### src/rtl/axil_interface_if.sv
// AXI-lite read channel bundle between the fetch unit and the 32-to-64-bit read adapter.
interface axil_interface_if;
  logic [63:0] araddr;
  logic        arvalid;
  logic        arready;
  logic [31:0] rdata;
  logic        rvalid;
  logic        rready;

  modport rd_mst (output araddr, arvalid, rready, input arready, rdata, rvalid);
  modport rd_slv (input araddr, arvalid, rready, output arready, rdata, rvalid);
endinterface

### src/rtl/instr_fetch_unit.sv
// Sequential instruction fetch: one outstanding AXI-lite read, results queued as {pc, instr}
// for decode; redirects flush the queue and drain any in-flight read.
module instr_fetch_unit #(
  parameter logic [63:0] RESET_PC   = 64'h0,
  parameter int          FIFO_DEPTH = 2
) (
  input  logic                 clk,
  input  logic                 rst,
  axil_interface_if.rd_mst     imem,
  input  logic                 redirect_valid,
  input  logic [63:0]          redirect_pc,
  output logic                 out_valid,
  input  logic                 out_ready,
  output logic [63:0]          out_pc,
  output logic [31:0]          out_instr
);
  localparam int PW = (FIFO_DEPTH > 1) ? $clog2(FIFO_DEPTH) : 1;
  localparam int CW = $clog2(FIFO_DEPTH + 1);

  localparam logic [1:0] ST_IDLE = 2'd0;
  localparam logic [1:0] ST_ADDR = 2'd1;
  localparam logic [1:0] ST_DATA = 2'd2;
  localparam logic [1:0] ST_DROP = 2'd3;

  logic [1:0]    state;
  logic [63:0]   pc, req_addr;
  logic          kill;
  logic [63:0]   fifo_pc    [FIFO_DEPTH];
  logic [31:0]   fifo_instr [FIFO_DEPTH];
  logic [PW-1:0] rd_ptr, wr_ptr;
  logic [CW-1:0] count;
  logic          issue, push, pop;

  // araddr is driven straight from req_addr so it cannot move while the adapter slices.
  assign imem.arvalid = (state == ST_ADDR);
  assign imem.araddr  = req_addr;
  assign imem.rready  = (state == ST_DATA) || (state == ST_DROP);

  assign issue = (state == ST_IDLE) && (count < CW'(FIFO_DEPTH)) && !redirect_valid;
  assign push  = (state == ST_DATA) && imem.rvalid && !redirect_valid;
  assign pop   = out_valid && out_ready;

  assign out_valid = (count != '0);
  assign out_pc    = out_valid ? fifo_pc[rd_ptr]    : '0;
  assign out_instr = out_valid ? fifo_instr[rd_ptr] : '0;

  always_ff @(posedge clk) begin
    if (rst) begin
      state    <= ST_IDLE;
      pc       <= RESET_PC;
      req_addr <= RESET_PC;
      kill     <= 1'b0;
    end else begin
      if (redirect_valid)
        pc <= redirect_pc & ~64'd3;
      else if (push)
        pc <= req_addr + 64'd4;

      case (state)
        ST_IDLE: if (issue) begin
          req_addr <= pc;
          state    <= ST_ADDR;
        end
        // A redirect cannot retract arvalid; remember it and drain the beat once accepted.
        ST_ADDR: if (imem.arready) begin
          state <= (kill || redirect_valid) ? ST_DROP : ST_DATA;
          kill  <= 1'b0;
        end else if (redirect_valid) begin
          kill <= 1'b1;
        end
        ST_DATA: if (imem.rvalid)        state <= ST_IDLE;
                 else if (redirect_valid) state <= ST_DROP;
        ST_DROP: if (imem.rvalid)        state <= ST_IDLE;
        default: state <= ST_IDLE;
      endcase
    end
  end

  always_ff @(posedge clk) begin
    if (rst || redirect_valid) begin
      rd_ptr <= '0;
      wr_ptr <= '0;
      count  <= '0;
    end else begin
      if (push) wr_ptr <= wr_ptr + PW'(1);
      if (pop)  rd_ptr <= rd_ptr + PW'(1);
      count <= count + CW'(push) - CW'(pop);
    end
  end

  always_ff @(posedge clk) begin
    if (push) begin
      fifo_pc[wr_ptr]    <= req_addr;
      fifo_instr[wr_ptr] <= imem.rdata;
    end
  end
endmodule

### src/flat_wrapper.sv
// flat-port wrapper written by rule: the top's interface ports become plain ports
module instr_fetch_unit_flat 
#(
  parameter logic [63:0] RESET_PC   = 64'h0,
  parameter int          FIFO_DEPTH = 2
)
  (clk, rst, redirect_valid, redirect_pc, out_valid, out_ready, out_pc, out_instr, imem_araddr, imem_arvalid, imem_rready, imem_arready, imem_rdata, imem_rvalid);
  axil_interface_if imem_i ();
  input  logic clk;
  input  logic rst;
  input  logic redirect_valid;
  input  logic [63:0] redirect_pc;
  output logic out_valid;
  input  logic out_ready;
  output logic [63:0] out_pc;
  output logic [31:0] out_instr;
  output wire logic [$bits(imem_i.araddr)-1:0] imem_araddr;
  output wire logic [$bits(imem_i.arvalid)-1:0] imem_arvalid;
  output wire logic [$bits(imem_i.rready)-1:0] imem_rready;
  input wire logic [$bits(imem_i.arready)-1:0] imem_arready;
  input wire logic [$bits(imem_i.rdata)-1:0] imem_rdata;
  input wire logic [$bits(imem_i.rvalid)-1:0] imem_rvalid;
  assign imem_araddr = imem_i.araddr;
  assign imem_arvalid = imem_i.arvalid;
  assign imem_rready = imem_i.rready;
  assign imem_i.arready = imem_arready;
  assign imem_i.rdata = imem_rdata;
  assign imem_i.rvalid = imem_rvalid;
  instr_fetch_unit #(.RESET_PC(RESET_PC), .FIFO_DEPTH(FIFO_DEPTH)) u_core (.clk(clk), .rst(rst), .imem(imem_i), .redirect_valid(redirect_valid), .redirect_pc(redirect_pc), .out_valid(out_valid), .out_ready(out_ready), .out_pc(out_pc), .out_instr(out_instr));
endmodule
### config.mk
export PLATFORM = sky130hd
export DESIGN_NAME = instr_fetch_unit_flat
export DESIGN_NICKNAME = d
export VERILOG_FILES = /design/src/rtl/axil_interface_if.sv /design/src/rtl/instr_fetch_unit.sv /design/src/flat_wrapper.sv
export SDC_FILE = /design/constraint.sdc
export NUM_CORES = 1
export LEC_CHECK = 0
export BUFFER_PORTS_ARGS = -buffer_cell sky130_fd_sc_hd__buf_2
export CAP_MARGIN = 20
export CORE_MARGIN = 2
export CORE_UTILIZATION = 50
export DETAILED_ROUTE_END_ITERATION = 10
export PLACE_DENSITY_LB_ADDON = 0.25
export REMOVE_ABC_BUFFERS = 1
export SLEW_MARGIN = 40
export SYNTH_ARGS = -nofsm -noshare
export SYNTH_HDL_FRONTEND = slang
export SYNTH_SLANG_ARGS = --single-unit
### constraint.sdc
create_clock -name clk -period 6.3 [get_ports clk]
set_clock_uncertainty 0.05 [all_clocks]
set_input_delay 1.26 -clock clk [delete_from_list [all_inputs] [get_ports clk]]
set_output_delay 1.26 -clock clk [all_outputs]
set_load 0.005 [all_outputs]
Word-level counts from Yosys, hierarchy flattened
Memories as Yosys holds them, arrays and structs flattened. A register that Yosys moved wholly into a read port is not among the register bits.
Cells that the tools add are included.
{"block": "classes", "addsub": 5, "order_cmp": 1, "eq_ne": 7, "mux": 19, "reduce_logical": 17}
{"op": "two-way mux 64 bit", "count": 3}
{"op": "adder 64 x 3 -> 64 bit (second input constant)", "count": 1}
{"op": "two-way mux 32 bit", "count": 1}
{"op": "two-way mux 2 bit", "count": 5}
{"op": "two-way mux 1 bit", "count": 9}
{"op": "case mux 2 bit (4 select lines)", "count": 1}
{"op": "nonzero test 2 bit", "count": 3}
{"op": "logical AND 1 bit", "count": 5}
{"op": "equality test 2 bit (second input constant)", "count": 2}
{"op": "inequality test 2 x 1 -> 1 bit (second input constant)", "count": 2}
{"op": "AND reduction 2 bit", "count": 2}
{"op": "AND reduction 4 bit", "count": 1}
{"op": "logical OR 1 bit", "count": 3}
{"op": "inequality test 3 bit (second input constant)", "count": 1}
{"op": "adder 1 bit (second input constant)", "count": 2}
{"op": "adder 2 x 1 -> 2 bit", "count": 1}
{"op": "equality test 2 x 1 -> 1 bit (second input constant)", "count": 1}
{"op": "logical NOT 2 bit", "count": 1}
{"op": "< comparator 2 bit (second input constant)", "count": 1}
{"op": "inequality test 2 bit (second input constant)", "count": 1}
{"op": "OR reduction 2 bit", "count": 1}
{"op": "subtractor 2 x 1 -> 2 bit", "count": 1}
{"op": "logical NOT 1 bit", "count": 1}
{"block": "word_totals", "reg_bits": 135, "ram_bits": 192, "input_bits": 102, "output_inout_bits": 163, "wordCells": 59, "memories": 2}
{"memory": "u_core.fifo_pc", "words": 2, "width": 64, "rd": 1, "rd_ports_with_merged_regs": 1, "write_ports": 1, "line_no": "instr_fetch_unit.sv:28", "rtl": "logic [63:0] fifo_pc [FIFO_DEPTH];"}
{"memory": "u_core.fifo_instr", "words": 2, "width": 32, "rd": 1, "rd_ports_with_merged_regs": 1, "write_ports": 1, "line_no": "instr_fetch_unit.sv:29", "rtl": "logic [31:0] fifo_instr [FIFO_DEPTH];"}

Longest topological paths before layout
{"block": "depth", "ltp_word": 5, "depth_mapped": 10, "ltp_nobuf": 9}

Least setup slack after synthesis
OpenSTA, ideal clock, no wires.
{"block": "synth_timing", "kind": "input to register", "from": "input redirect_valid", "to": "memory u_core.fifo_instr[0][0], enable pin", "setup_time_ns": 0.552, "arrival_time_ns": 5.688, "required_time_ns": 5.698, "setup_slack_ns": 0.010, "path_stages": 4, "n_path_buf": 1, "cell_sequence": "inv_1 > clkbuf_1 > nand2_1 > nor2_1"}
{"block": "synth_between", "elab_chain_cells": 4}
{"item": "start: declaration", "line_no": "flat_wrapper.sv:11", "rtl": "input logic redirect_valid;"}
{"item": "logical NOT 1 bit", "line_no": "instr_fetch_unit.sv:40", "rtl": "assign push = (state == ST_DATA) && imem.rvalid && !redirect_valid;"}
{"item": "logical AND 1 bit", "line_no": "instr_fetch_unit.sv:40"}
{"item": "two-way mux 1 bit", "line_no": "instr_fetch_unit.sv:92", "rtl": "if (push) begin"}
{"item": "two-way mux 1 bit (not written as such)", "line_no": "instr_fetch_unit.sv:94", "rtl": "fifo_instr[wr_ptr] <= imem.rdata;"}
{"item": "end: declaration", "line_no": "instr_fetch_unit.sv:29"}
No other way between the ends.

==> impl_metrics.yaml <==
critical_path:
  path_cells: "buf_4 > mux2i_1 > nor2_1 > buf_2"
  required_ns: 4.99
  crit_fanout: 35
  slowest_delay_ns: 0.69
  critPathArrivalTime_ns: 2.40
  crit_path_start_kind: "register"
  critPathSlowestCell: "dfxtp_4"
  end_kind: "primary output"
  worstSetupPathType: "register to primary output"
synthesis:
  synth_area_leaders: "edfxtp_1 (41%), dfxtp_1 (19%), mux2i_1 (6.9%), a21oi_1 (4.7%), nand2_1 (4.7%)"
  async_reset_ff_share_pct: 0
  seq_area_frac_synth_pct: 60.7
  syn_avg_cell_area_um2: 10.9
  synth_ff_type: "edfxtp_1"
  synth.most_common_cell: "edfxtp_1"
  synth-edff-count: 192
  syn_inst: 1279
  yosys_warnings: 0
  synth_cell_types: 66
  ys_ff_latch: 328
  ys_top_cells_by_count: "edfxtp_1 (192), nand2_1 (175), nor2_1 (158)"
  syn_area_mm2: 0.0140
  synth_top_area_cell: "edfxtp_1"
  synth_top_area_share_pct: 41.2
placement:
  globalplace.congestion: 0.772
  dp_hpwl_mm: 21.8
  dpl_worst_slack_ns: 2.08
  port_buffers: 262
floorplanning:
  die_w_um: 171
  row_count: 61
  start_util_pct: 50.6
  io_pins: 265
  die_y_um: 171
  die_area_mm2: 0.0293
  core_area_mm2: 0.0276
clock_network:
  clock-root-buffer: "clkbuf_16"
  clk_path_buf_depth: 3
  post_cts_resized: 0
  cts_sinks: 328
  cts_tree: "built"
  ctsHoldBuffers: 0
  clk_latency_ns: 0.52
  htreeDepth: 2
  numCtsBuffers: 36
  path_clk_slew_ns: 0.06
  cts_setup_buffers: 0
power_and_ir_drop:
  ir_drop_mv: 0.236
  p_leak_uw: 0.00616
  switching_share_pct: 21.8
  powerDensity_mw_per_mm2: 273
  seqPwrFrac_pct: 51.6
  power_uw: 4560
  pwr-share-comb_pct: 4.9
  clkPwrFrac_pct: 43.5
  power_switching_uw: 993
  p_int_uw: 3560
hold_path:
  hold_class: "register to register"
drt:
  drtAntennaViolNets: 0
  drtPass1Iterations: 5
  drcViolationCount: 0
  vias: 10559
  routed_wl_mm: 35.2
  routedWlPerCell_um: 18.3
  first_iter_violations: 624
  post_drt_via_cell_ratio: 5.49
sta:
  fmax_mhz: 270
  finalWorstSetupSlack_ns: 2.59
  period_share_pct: 58.8
  rsz0062_at_grt: "no"
  layout_min_cycle_time_ns: 3.71
  finalSetupViolations: 0
  finalMaxSlewViolations: 0
  slew_headroom_pct: 46.7
  hold_viol: 0
  tightestPinTransition_ns: 0.799
grt:
  grtUsageTotal_pct: 23.3
  grt_pass1_vias: 10000
  antenna_found_initial: 4
  grt_max_degree: 69
  grt_pass1_wl_mm: 53.4
  grt_overflow: 0
cells_and_area:
  finalNetCount: 1618
  fin_util_pct: 60.5
  drive_gt1_share_pct: 23.8
  syn_to_final_growth_pct: 19.5
outcome:
  status: "finished, final reports clean"
flow_run:
  drv_cap: 0
## cells in the final DEF, fill, tap and decap left out, types with 9 or more instances in the layout
master,count
edfxtp_1,192
o22ai_1,14
nor4_1,9
clkbuf_1,15
nand4_1,16
o21ai_0,21
mux2i_1,96
buf_4,18
nand2_1,174
nand3_1,26
dfxtp_1,135
and3_1,37
clkbuf_16,38
xnor2_1,35
inv_1,12
buf_2,260
xor2_1,11
nor3_1,14
nor2_1,156
a21oi_1,132
## state kept, by name (all words and copies together), names as in the netlist, named ones only
register and cells:
u_core.fifo_pc 128, u_core.fifo_instr 64, u_core.imem.araddr 64, u_core.pc 64
u_core.count 2, u_core.state 2, u_core.kill 1, u_core.rd_ptr 1
u_core.wr_ptr 1
## layer usage
metal  track usage (%)  vias to the layer above  wire length [µm]
li1                  -                     5063                 -
met1              31.8                     5082             15800
met2              38.7                      361             16700
met3              3.66                       51              2150
met4              6.74                        2               556
met5                 0                        -                 9
## path summary, 6_finish.rpt
| check | startpoint | endpoint | slack [ns] | cells past startpoint |
|---|---|---|---|---|
| hold reg to reg | u_core.pc[10] | u_core.imem.araddr[10] | 0.40 | 2 |
| setup / recovery | register | out_pc[33] | 2.59 | 4 |
| hold / removal | u_core.pc[10] | u_core.imem.araddr[10] | 0.40 | 2 |
| setup reg to reg | u_core.imem.araddr[7] | u_core.pc[63] | 3.24 | 6 |
## layout make-up
| cell class | count | area, µm² |
|---|---|---|
| flip-flops and latches | 328 | 8490 |
| multi-input cells | 855 | 5100 |
| inverters | 12 | 45.0 |
| diodes | 4 | 10.0 |
| clock buffers | 58 | 1080 |
| repair buffers | 280 | 1470 |
| well taps | 378 | 473 |
| clock inverters | 8 | 46.3 |
| fillers | 2386 | 10900 |
## cells by family (layout without fill, tap and decap cells)
family	after synthesis	after routing	share of synthesized area, %
simple gates	483	483	16.7
fa+ha+maj	3	3	0.268
mux	96	96	6.87
compound gates	227	227	9.52
xor+xnor	46	46	2.88
other cells	0	4	0
flops	328	328	60.7
buf+inv	96	358	3.08
## stage by stage
| step | TNS (ns) | area (µm²) | instances | hold WS, ns |
|---|---|---|---|---|
| 2_1_floorplan | -83.27 | 13600 | 1195 | 0.371 |
| 3_3_place_gp | 0 | 15600 | 1851 | 0.382 |
| 3_5_place_dp | 0 | 15600 | 1852 | 0.388 |
| 4_1_cts | 0 | 16700 | 1918 | 0.395 |
| 5_1_grt | 0 | 16700 | 1922 | 0.402 |
| 6_report | 0 | 16700 | 1923 | 0.395 |
## power groups by stage
stage	Combinational [µW]	Sequential, µW	Clock, µW
final	223	2350	1980
after global routing	247	2360	2110
after CTS	224	2350	2020
after detailed placement	223	2400	0
after global placement	217	2390	0
after floorplan	107	2390	0
## worst max-delay path, delay by kind of cell, from the launching register on
kind	cells	cell delay, ns
buffers and inverters	2	0.75
DFF	1	0.69
and+or+nand+nor	1	0.08
muxes	1	0.30
(Power assumes the default switching activity.)
